<file path="src/rtl/apb_pkg.sv">
// apb_pkg: shared APB state encoding and default bus widths
package apb_pkg;
  typedef enum logic [1:0] {IDLE, SETUP, ACCESS, RESP} apb_state_e;
  localparam int APB_ADDR_W = 8;
  localparam int APB_DATA_W = 8;
endpackage

</file>
<file path="src/rtl/apb_wait_timer.sv">
// apb_wait_timer: wait-state counter that flags the last allowed cycle before timeout
module apb_wait_timer #(
  parameter int TIMEOUT = 16
) (
  input  logic clk,
  input  logic rst,
  input  logic clear,
  input  logic en,
  output logic expire
);
  localparam int W = TIMEOUT > 0 ? $clog2(TIMEOUT + 1) : 1;
  logic [W-1:0] cnt_q;
  always_ff @(posedge clk)
    cnt_q <= (rst || clear) ? '0 : en ? cnt_q + 1'b1 : cnt_q;
  generate
    if (TIMEOUT > 0) begin : g_to
      assign expire = en & (cnt_q == W'(TIMEOUT - 1));
    end else begin : g_no_to
      assign expire = 1'b0;
    end
  endgenerate
endmodule

</file>
<file path="src/rtl/apb_cmd_initiator.sv">
// apb_cmd_initiator: valid/ready command stream to APB transfers with registered responses
module apb_cmd_initiator
  import apb_pkg::*;
#(
  parameter int ADDR_W  = APB_ADDR_W,
  parameter int DATA_W  = APB_DATA_W,
  parameter int TIMEOUT = 16
) (
  input  logic              clk,
  input  logic              rst,
  input  logic              cmd_valid,
  output logic              cmd_ready,
  input  logic              cmd_write,
  input  logic [ADDR_W-1:0] cmd_addr,
  input  logic [DATA_W-1:0] cmd_wdata,
  output logic              rsp_valid,
  input  logic              rsp_ready,
  output logic [DATA_W-1:0] rsp_rdata,
  output logic              rsp_err,
  output logic              rsp_timeout,
  output logic              psel,
  output logic              penable,
  output logic              pwrite,
  output logic [ADDR_W-1:0] paddr,
  output logic [DATA_W-1:0] pwdata,
  input  logic [DATA_W-1:0] prdata,
  input  logic              pready,
  input  logic              pslverr
);
  apb_state_e        state_q;
  logic              psel_q, penable_q, pwrite_q, rsp_valid_q, rsp_err_q, rsp_timeout_q;
  logic [ADDR_W-1:0] paddr_q;
  logic [DATA_W-1:0] pwdata_q, rsp_rdata_q;
  logic              accept, wait_en, expire;
  assign cmd_ready   = (state_q == IDLE) & ~rst;
  assign accept      = cmd_valid & cmd_ready;
  assign wait_en     = (state_q == ACCESS) & ~pready;
  assign psel        = psel_q;
  assign penable     = penable_q;
  assign pwrite      = pwrite_q;
  assign paddr       = paddr_q;
  assign pwdata      = pwdata_q;
  assign rsp_valid   = rsp_valid_q;
  assign rsp_rdata   = rsp_rdata_q;
  assign rsp_err     = rsp_err_q;
  assign rsp_timeout = rsp_timeout_q;
  apb_wait_timer #(.TIMEOUT(TIMEOUT)) u_timer (
    .clk    (clk),
    .rst    (rst),
    .clear  (accept),
    .en     (wait_en),
    .expire (expire)
  );
  always_ff @(posedge clk) begin
    if (rst) begin
      state_q       <= IDLE;
      psel_q        <= 1'b0;
      penable_q     <= 1'b0;
      pwrite_q      <= 1'b0;
      paddr_q       <= '0;
      pwdata_q      <= '0;
      rsp_valid_q   <= 1'b0;
      rsp_rdata_q   <= '0;
      rsp_err_q     <= 1'b0;
      rsp_timeout_q <= 1'b0;
    end else begin
      case (state_q)
        IDLE: if (accept) begin
          pwrite_q <= cmd_write;
          paddr_q  <= cmd_addr;
          pwdata_q <= cmd_wdata;
          psel_q   <= 1'b1;
          state_q  <= SETUP;
        end
        SETUP: begin
          penable_q <= 1'b1;
          state_q   <= ACCESS;
        end
        ACCESS: if (pready || expire) begin
          psel_q        <= 1'b0;
          penable_q     <= 1'b0;
          rsp_valid_q   <= 1'b1;
          rsp_rdata_q   <= (pready && !pwrite_q) ? prdata : '0;
          rsp_err_q     <= pready ? pslverr : 1'b1;
          rsp_timeout_q <= ~pready;
          state_q       <= RESP;
        end
        RESP: if (rsp_ready) begin
          rsp_valid_q <= 1'b0;
          state_q     <= IDLE;
        end
        default: state_q <= IDLE;
      endcase
    end
  end
endmodule

</file>
<file path="config.mk">
export PLATFORM = sky130hd
export DESIGN_NAME = apb_cmd_initiator
export DESIGN_NICKNAME = d
export VERILOG_FILES = /design/src/rtl/apb_pkg.sv /design/src/rtl/apb_wait_timer.sv /design/src/rtl/apb_cmd_initiator.sv
export SDC_FILE = /design/constraint.sdc
export NUM_CORES = 1
export LEC_CHECK = 0
export CAP_MARGIN = 20
export CORE_MARGIN = 2
export CORE_UTILIZATION = 35
export DETAILED_ROUTE_END_ITERATION = 16
export PLACE_DENSITY = 0.67
export SETUP_SLACK_MARGIN = 0.5
export SYNTH_ARGS = -nofsm -noshare
export SYNTH_HDL_FRONTEND = slang
export SYNTH_HIERARCHICAL = 1
export SYNTH_SLANG_ARGS = --single-unit
</file>
<file path="constraint.sdc">
create_clock -name clk -period 2.3 [get_ports clk]
set_input_delay 0.575 -clock clk [delete_from_list [all_inputs] [get_ports clk]]
set_output_delay 0.575 -clock clk [all_outputs]
set_load 0.02 [all_outputs]
</file>
==> impl_metrics.tcl <==
set metrics [dict create \
    outcome "finished, final reports clean" \
    remaining_drc_errors 0 \
    p_sw_w 0.000634 \
    reg2reg_to "state_q[0]" \
    async_flop_share 0 \
    avgSynthCellArea_sq_um 9.60 \
    slew_headroom 0.650 \
    overflow 0 \
    cp.buffers_inverters 2 \
    crit_slowest_cell "dfxtp_2" \
    fin_skew_ns 0.00482 \
    vdd_drop_max_mv 0.390 \
    tightest_slew_ns 0.523 \
    clk_path_buf_depth 2 \
    synth_fp_nets 197 \
    cts_tree "done" \
    synth_edf_count 0 \
    final_net_count 267 \
    dieArea_sq_mm 0.00494 \
    synth_cell_types 36 \
    diodes 0 \
    period_minus_slack_ns 1.79 \
    design.core.area_sq_mm 0.00429 \
    yosysSeqAreaShare 0.482 \
    grt_max_degree 31 \
    cts_buffers 5 \
    htreeDepth 2 \
    synth_top_area_share 0.482 \
    combPwrFrac 0.314 \
    swShare 0.311 \
    vias 1337 \
    synth-main-ff-cell "dfxtp_1" \
    start_util 0.358 \
    grt_pass1_vias 1241 \
    place_ws_ns -0.113 \
    critical_path_class "reg -> out" \
    max_cap_violations 0 \
    synth_area_sq_mm 0.00154 \
    cpLargestDelayFamily "flip-flops" \
    die_width_microns 70.3 \
    worstRegToRegCells 7 \
    clock_latency_ns 0.29 \
    r2r_start "u_timer/cnt_q[0]" \
    crit_path_start_kind "register" \
    synthSimpleGateAreaFrac 0.239 \
    cp.arrival_ns 1.22 \
    cp_max_fo 4 \
    hpwl_microns 2330 \
    fillers 413 \
    pwr-share-seq 0.396 \
    final_layout_size_suffix_gt1_frac 0.173 \
    synth_fa_ha_area_frac 0.0489 \
    max_freq_ghz 0.558 \
    netlist_instances 160 \
    r2r_slack_ns 0.51 \
    cts.sinks 37 \
    multi_input_area_sq_um 792 \
    antenna_found_initial 0 \
    hold_path.class "reg -> reg" \
    die_h_microns 70.3 \
    setup_ws_ns 0.507 \
    p_per_area_mw_per_mm2 851 \
    hold_depth 1 \
    first_pass_iters 4 \
    clkTransAtPathRegs_ns 0.07 \
    setup_violations 0 \
    leakage_nw 1.05 \
    holdCritStartpoint "psel" \
    power_frac_clock 0.290 \
    crit_path_max_incr_delay_ns 0.35 \
    wl_microns 3390 \
    drtIter0Drc 49 \
    ff_latch_area_sq_um 751 \
    ys.warnings.count 6 \
    period_share 0.779 \
    yosys.area_share.xor_xnor 0.00570 \
    rsz0062_at_grt "true" \
    synth_top_family_by_area "simple AND/OR/NAND/NOR gates" \
    io_pins 62 \
    wl_per_cell_microns 12.0 \
    fp-row-count 24 \
    hold_viol_final 0 \
    worst_setup_path_end_kind "primary output" \
    routed_via_density 4.72 \
    drv_slew 0 \
    grt_pass1_wl_microns 5600 \
    internal_power_w 0.00140 \
    synth-compound-area-share 0.169 \
    ys_ff_latch 37 \
    yosys.area.top_type "dfxtp_1" \
    path_cells "inv_2 > ha_2 > nor2b_2 > buf_4" \
    antenna_left 0 \
    postLayoutCoreUtil 0.557 \
    syn2layout_area_growth_pct 55.8 \
    io_buffers 61 \
    critPathRequiredTime_ns 1.73 \
    cts_root_buf "clkbuf_8" \
    yosys-top-cells-area "dfxtp_1 (48%), nand2b_1 (7.7%), o21ai_0 (5.9%)" \
    track_usage 0.143 \
    min_to "psel" \
    routabilityCongestion 0.720 \
    synthMuxAreaShare 0.0163 \
]
## cell usage after synthesis, types with 3 or more instances
cell type  number
a21oi_1         5
a22o_1          8
buf_2           4
dfxtp_1        37
ha_1            6
inv_1           4
nand2_1        18
nand2b_1       19
nor2_1          6
nor2b_1         4
o21a_1          3
o21ai_0        18
## cells by family after synthesis
| kind of cell | Yosys count |
|---|---|
| simple gates | 63 |
| xor+xnor | 1 |
| fa+ha+maj | 6 |
| compound gates | 39 |
| buf+inv | 12 |
| mux | 2 |
| flops | 37 |
## stage by stage
stage	cell area [sq um]	std cells	setup TNS (ns)	hold WS [ns]	power, W
floorplan	1570	160	0	0.496	0.00120
global placement	2260	272	-0.123	0.453	0.00151
detailed placement	2260	272	-0.113	0.460	0.00151
CTS	2370	282	0	0.474	0.00206
global route	2390	283	0	0.494	0.00216
finish	2390	283	0	0.466	0.00204
## cell type report
type	instances	share of cell area
tap	52	0.0272
multi-input combinational	111	0.331
timing repair buffer	71	0.272
clock inverter	2	0.0152
sequential	37	0.314
inverter	4	0.00627
clock buffer	6	0.0345
## routing by layer
layer | part of all wire | global-route usage | wire (microns) | vias up
met3 | 0.079 | 0.0693 | 269 | 5
li1 | - | - | - | 686
met2 | 0.44 | 0.210 | 1470 | 49
met5 | 0 | 0 | 0 | -
met4 | 0.011 | 0.0513 | 38 | 0
met1 | 0.47 | 0.182 | 1610 | 597
## power by group through the flow
stage          Sequential (W)  Clock, W  Combinational (W)
2_1_floorplan        0.000928         0           0.000276
3_3_place_gp         0.000824         0           0.000681
3_5_place_dp         0.000825         0           0.000683
4_1_cts              0.000806  0.000612           0.000639
5_1_grt              0.000820  0.000643           0.000698
6_report             0.000806  0.000591           0.000640
## what timing repair did
action / 4_1_cts / 5_1_grt
setup endpoints to repair: 54 / 13
buffers inserted: 2 / 1
resized for setup: 41 / 5
hold buffers: 0 / 0
pin swaps: 1 / 0
## worst max path at each step
stage	startpoint	end	slack [ns]	cells past startpoint
after floorplan	u_timer/cnt_q[0]	state_q[0]	0.50	7
after global placement	rst	cmd_ready	-0.12	3
after detailed placement	rst	cmd_ready	-0.11	3
after global routing	state_q[0]	cmd_ready	0.46	4
final	state_q[0]	cmd_ready	0.51	4
after CTS	state_q[1]	cmd_ready	0.46	4
## sequential cells by signal, summed over array words and instances (netlist names)
register and flops:
paddr 8, pwdata 8, rsp_rdata 8, u_timer/cnt_q 5, state_q 2, penable 1
psel 1, pwrite 1, rsp_err 1, rsp_timeout 1, rsp_valid 1
## cells in the final DEF, fill, tap and decap left out, types with 3 or more instances in the layout
master / Yosys / final
o21ai_0: 18 / 18
ha_4: 0 / 3
buf_4: 0 / 10
a22o_1: 8 / 8
clkbuf_8: 0 / 6
nand2b_1: 19 / 19
dfxtp_1: 37 / 33
nor2b_1: 4 / 3
clkdlybuf4s50_1: 0 / 29
o21a_1: 3 / 3
nand2_1: 18 / 18
a21oi_1: 5 / 5
dlygate4sd2_1: 0 / 30
nor2_1: 6 / 6
## worst register-to-register path, stage by stage (launching register included)
cell and delay [ns]:
dfxtp_4 0.35, ha_4 0.15, and3_4 0.18, ha_4 0.14, and2_4 0.15, or3b_4 0.39
and3_4 0.17, o21a_1 0.16
(Power assumes the default switching activity.)
